`config.mk`:
```
export PLATFORM = sky130hd
export DESIGN_NAME = pipe_concat_stage
export DESIGN_NICKNAME = d
export VERILOG_FILES = /design/src/rtl/pipe_concat_stage.sv
export SDC_FILE = /design/constraint.sdc
export NUM_CORES = 1
export LEC_CHECK = 0
export CAP_MARGIN = 20
export CORE_ASPECT_RATIO = 1.4
export CORE_MARGIN = 3
export CORE_UTILIZATION = 44
export CTS_BUF_LIST = sky130_fd_sc_hd__clkbuf_2 sky130_fd_sc_hd__clkbuf_4 sky130_fd_sc_hd__clkbuf_8
export CTS_CLUSTER_DIAMETER = 100
export DETAILED_ROUTE_END_ITERATION = 7
export GPL_ROUTABILITY_DRIVEN = 0
export PLACE_DENSITY = 0.7
export SLEW_MARGIN = 5
export SYNTH_ARGS = -nofsm -noshare
export SYNTH_HDL_FRONTEND = slang
export SYNTH_SLANG_ARGS = --single-unit
```
`constraint.sdc`:
```
create_clock -name clk -period 5.75 [get_ports clk]
set_clock_uncertainty 0.05 [all_clocks]
set_input_delay 0.8625 -clock clk [delete_from_list [all_inputs] [get_ports clk]]
set_output_delay 0.8625 -clock clk [all_outputs]
set_load 0.1 [all_outputs]
```
`src/rtl/pipe_concat_stage.sv`:
```
// rtl/pipe_concat_stage.sv - registered 2W-bit packing stage with sequence tag and 2-entry skid buffer
module pipe_concat_stage #(
   parameter int W     = 32,
   parameter int SEQ_W = 4
) (
   input  logic             clk,
   input  logic             rst_n,
   input  logic             flush,
   input  logic             in_valid,
   output logic             in_ready,
   input  logic [W-1:0]     in_hi,
   input  logic [W-1:0]     in_lo,
   input  logic             in_swap,
   output logic             out_valid,
   input  logic             out_ready,
   output logic [2*W-1:0]   out_data,
   output logic [SEQ_W-1:0] out_seq,
   output logic [1:0]       occ
);

   // Main entry drives the outputs; skid entry catches one beat while the consumer stalls.
   logic             main_valid_q, main_valid_d;
   logic [2*W-1:0]   main_data_q,  main_data_d;
   logic [SEQ_W-1:0] main_seq_q,   main_seq_d;
   logic             skid_valid_q, skid_valid_d;
   logic [2*W-1:0]   skid_data_q,  skid_data_d;
   logic [SEQ_W-1:0] skid_seq_q,   skid_seq_d;
   logic [SEQ_W-1:0] seq_cnt_q,    seq_cnt_d;

   logic             accept;
   logic             fire;
   logic [2*W-1:0]   packed_beat;

   // Handshake terms; in_ready depends only on held state and flush, never on out_ready.
   always_comb begin
      in_ready    = ~skid_valid_q & ~flush;
      out_valid   = main_valid_q;
      out_data    = main_data_q;
      out_seq     = main_seq_q;
      occ         = {1'b0, main_valid_q} + {1'b0, skid_valid_q};
      accept      = in_valid & in_ready;
      fire        = main_valid_q & out_ready;
      packed_beat = in_swap ? {in_lo, in_hi} : {in_hi, in_lo};
   end

   // Next-state selection in priority order: flush, skid refill, main load, skid load, drain.
   always_comb begin
      main_valid_d = main_valid_q;
      main_data_d  = main_data_q;
      main_seq_d   = main_seq_q;
      skid_valid_d = skid_valid_q;
      skid_data_d  = skid_data_q;
      skid_seq_d   = skid_seq_q;
      seq_cnt_d    = seq_cnt_q;

      if (flush) begin
         main_valid_d = 1'b0;
         skid_valid_d = 1'b0;
      end else if (skid_valid_q && fire) begin
         main_data_d  = skid_data_q;
         main_seq_d   = skid_seq_q;
         skid_valid_d = 1'b0;
      end else if (accept && (!main_valid_q || out_ready)) begin
         main_valid_d = 1'b1;
         main_data_d  = packed_beat;
         main_seq_d   = seq_cnt_q;
         seq_cnt_d    = seq_cnt_q + SEQ_W'(1);
      end else if (accept) begin
         skid_valid_d = 1'b1;
         skid_data_d  = packed_beat;
         skid_seq_d   = seq_cnt_q;
         seq_cnt_d    = seq_cnt_q + SEQ_W'(1);
      end else if (fire) begin
         main_valid_d = 1'b0;
      end
   end

   // State register; reset discards every held beat and restarts the tag counter.
   always_ff @(posedge clk or negedge rst_n) begin
      if (!rst_n) begin
         main_valid_q <= 1'b0;
         main_data_q  <= '0;
         main_seq_q   <= '0;
         skid_valid_q <= 1'b0;
         skid_data_q  <= '0;
         skid_seq_q   <= '0;
         seq_cnt_q    <= '0;
      end else begin
         main_valid_q <= main_valid_d;
         main_data_q  <= main_data_d;
         main_seq_q   <= main_seq_d;
         skid_valid_q <= skid_valid_d;
         skid_data_q  <= skid_data_d;
         skid_seq_q   <= skid_seq_d;
         seq_cnt_q    <= seq_cnt_d;
      end
   end

endmodule
```
# After elaboration in Yosys (flattened, before gate mapping)
# Cells that the tools add are included.
# word_totals
ff_bits,142
mem_count,0
latchBits,0
mem_bits_ro,0
elab_cells,48
ram_bits,0
output_inout_bits,72
input_bits,70
# classes
n_mux,16
n_addsub,2
reduce_logical,13
n_div,0
magnitude_cmp,0
n_eq_ne,3
n_shift,0
bitwise,7
mul,0
# ops
op,count
2-to-1 mux 64 bit,3
2-to-1 mux 4 bit,4
2-to-1 mux 1 bit,9
AND reduction 3 bit,2
nonzero test 3 bit,2
adder 4 x 1 -> 4 bit (second input constant),1
NOT 1 bit,4
AND reduction 2 bit,2
AND reduction 4 bit,1
nonzero test 2 bit,2
AND 1 bit,3
inequality test 3 x 2 -> 1 bit (second input constant),1
inequality test 3 bit (second input constant),1
adder 1 x 1 -> 2 bit,1
logical AND 1 bit,2
inequality test 2 bit (second input constant),1
zero test 1 bit,1
logical OR 1 bit,1

# Depth between registers and ports, before layout
# logic_depth
ltp_word,7
mapped_depth,6

# Worst setup path after synthesis
# Ideal clock, no wire load.
# synth_path
path_kind,input port to output port
from,in flush
to,out in_ready
stages,1
path_slack_ps,2724
arrival_time_ps,2113
cell_sequence,nor2_1
# synth_via
elab_chain_len,2
# synth_lines
item,line,text
from (decl),8,"input logic flush,"
NOT 1 bit (no line),--,
AND 1 bit,36,in_ready = ~skid_valid_q & ~flush;
to (decl),10,"output logic in_ready,"
# No other way between the ends.

# Final worst setup path
# Same ends and word-level chain as after synthesis.

==> metrics.yaml <==
run_status:
  status: "finished clean"
synthesis:
  syn_avg_cell_area_um2: 13.3
  synth_fp_nets: 606
  yosys_warnings: 0
  synth_seq_cells: 142
  synth-seq-area-share: 0.499
  synth_area_um2: 7120
  synthCells: 534
  synth.distinct_cells: 28
clock_network:
  cts_setup_buffers: 0
  cts_max_path_buffers: 2
  cts_made_buffers: 17
  clkTransAtPathRegs_ps: 70
  cts_root_buf: "clkbuf_8"
  clock_latency_ps: 440
  post_cts_resized: 0
  cts.sinks: 142
  tritoncts: "yes"
  cts_hold_buf: 0
  htree_num_levels: 4
final_layout:
  syn_to_final_growth_pct: 25.6
  final_common_cell: "mux2_2"
  final_cell_mix: "mux2_2, dfrtp_1, clkdlybuf4s50_1"
  diodes: 0
  fillers: 1365
  fin_nets: 731
  drive_gt1_frac: 0.367
sta:
  fmax_mhz: 275
  slew_headroom: 0.272
  hold_ws_ps: 429
  finalCritPeriodShare: 0.632
  setup_viol: 0
  rsz0062_at_grt: "no"
  worstMarginPinSlew_ps: 1090
  drv_slew: 0
  tns_ps: 0
  finalHoldViolCount: 0
  period_minus_slack_ps: 3630
power:
  power_leakage_nw: 3.80
  peakVddDrop_v: 0.000408
  p_per_area_nw_per_um2: 408
floorplanning:
  ios: 142
  core.rowCount: 54
  die_area_um2: 17800
  coreArea_um2: 15700
  die_w_um: 114
  start_util: 0.453
  dieHeight_um: 157
setup_path:
  cp_slowest_cell: "clkdlybuf4s50_1"
  crit_top_cell: "clkdlybuf4s50_1"
  worstSetupStartpointType: "input port"
  worstSetupEndpointType: "primary output"
  cp.arrival_ps: 2720
  required_ps: 4840
  path_buf_inv: 2
  slowest_delay_ps: 1140
  cp_max_fo: 5
  path_class: "in -> out"
  crit_chain: "clkdlybuf4s50_1 > nor2_1 > clkdlybuf4s50_1"
  critPathTopFamily: "buffers and inverters"
global_routing:
  gr-usage-all-layers: 0.190
  grt_pass1_vias: 5135
  grt_use_met3: 0.0499
  grt_pass1_wl_mm: 26.8
  grt_max_degree: 85
  met1_usage: 0.220
  grtUsageMet2: 0.339
  busiest_layer: "met2"
  antenna_found_initial: 0
  grt-ovfl-total: 0
routing:
  wirelength_mm: 16.2
  vias: 4680
  vias_per_cell: 5.42
  drtIter0Drc: 148
  drc: 0
  drtPass1Iterations: 5
  antenna_left: 0
  wl_per_cell_um: 18.8
place:
  port_buffers: 141
  hpwl_mm: 11.0
hold_path:
  min_path_type: "in -> async"
job:
  drv_cap: 0
report_power, final:
group	switching, W	internal, W	total, W	leakage [nW]
logic	0.00107	0.000503	0.00157	1.92
registers	0.000154	0.00126	0.00141	1.71
clock network	0.000334	0.000330	0.000664	0.171
total	0.00156	0.00209	0.00365	3.80
registers in the layout, summed over array words and instances, names as in the netlist:
register and flops:
skid_data_q 64, out_seq 4, seq_cnt_q 4, skid_valid_q 1, out_data 64, out_valid 1, skid_seq_q 4
per-layer routing:
layer | wire length [um] | share of wire
met1 | 6370 | 0.39
met2 | 8800 | 0.54
met3 | 701 | 0.043
met4 | 326 | 0.020
met5 | 0 | 0
cell families after synthesis:
family | Yosys count | share of synthesized area
buf+inv | 43 | 0.0337
compound gates | 36 | 0.0292
fa+ha+maj | 2 | 0.00351
mux | 237 | 0.378
simple gates | 71 | 0.0530
xor+xnor | 3 | 0.00369
flops | 142 | 0.499
worst paths after layout:
| check | from | to | slack (ps) | cells after the start |
|---|---|---|---|---|
| setup / recovery | flush | in_ready | 2120 | 3 |
| max in group asynchronous | rst_n | skid_data_q[34] | 3950 | 2 |
| min in group clk | out_data[62] | out_data[62] | 440 | 1 |
| hold reg to reg | out_data[62] | out_data[62] | 440 | 1 |
| setup reg to reg | skid_valid_q | out_seq[3] | 3220 | 4 |
| hold / removal | rst_n | out_data[49] | 430 | 1 |
final cells by class:
| class | instances | area, um^2 | share of cell area |
|---|---|---|---|
| Clock buffer | 24 | 299 | 0.0334 |
| Timing Repair Buffer | 148 | 1480 | 0.166 |
| Tap cell | 196 | 245 | 0.0274 |
| Multi-Input combinational cell | 349 | 3350 | 0.374 |
| Inverter | 1 | 3.75 | 0.000419 |
| Sequential cell | 142 | 3550 | 0.397 |
| Clock inverter | 3 | 15.0 | 0.00168 |
stage by stage:
step	setup slack (ps)	utilization	std cells	total power, W	area [um^2]
after global routing	2050	0.568	863	0.00382	8950
after floorplan	2720	-	534	0.00259	7120
after global placement	1390	0.546	834	0.00298	8600
final	2120	0.568	863	0.00365	8950
after CTS	2100	0.567	862	0.00369	8930
after detailed placement	1820	0.548	835	0.00301	8620
synthesized netlist by cell type:
cell	count	share of area
inv_1	1	0.00053
mux2_4	16	0.034
clkbuf_1	13	0.0068
nor3b_4	1	0.0026
a21oi_1	2	0.0014
xnor2_1	2	0.0025
a21bo_2	4	0.0056
buf_2	18	0.013
nor2_1	29	0.015
buf_1	2	0.0011
and3_1	1	0.00088
and2b_1	1	0.0011
nand4_1	33	0.029
xor2_1	1	0.0012
o21ai_0	29	0.020
mux2i_1	28	0.039
nor3_1	1	0.00070
buf_4	3	0.0032
nand2b_1	1	0.00088
mux2_1	9	0.014
dfrtp_1	142	0.50
nand2_2	1	0.00088
nand2_1	2	0.0011
ha_1	2	0.0035
buf_6	6	0.0095
nand3_1	1	0.00070
a211oi_2	1	0.0018
mux2_2	184	0.29
Note: power is estimated with default switching activity, not from simulation.
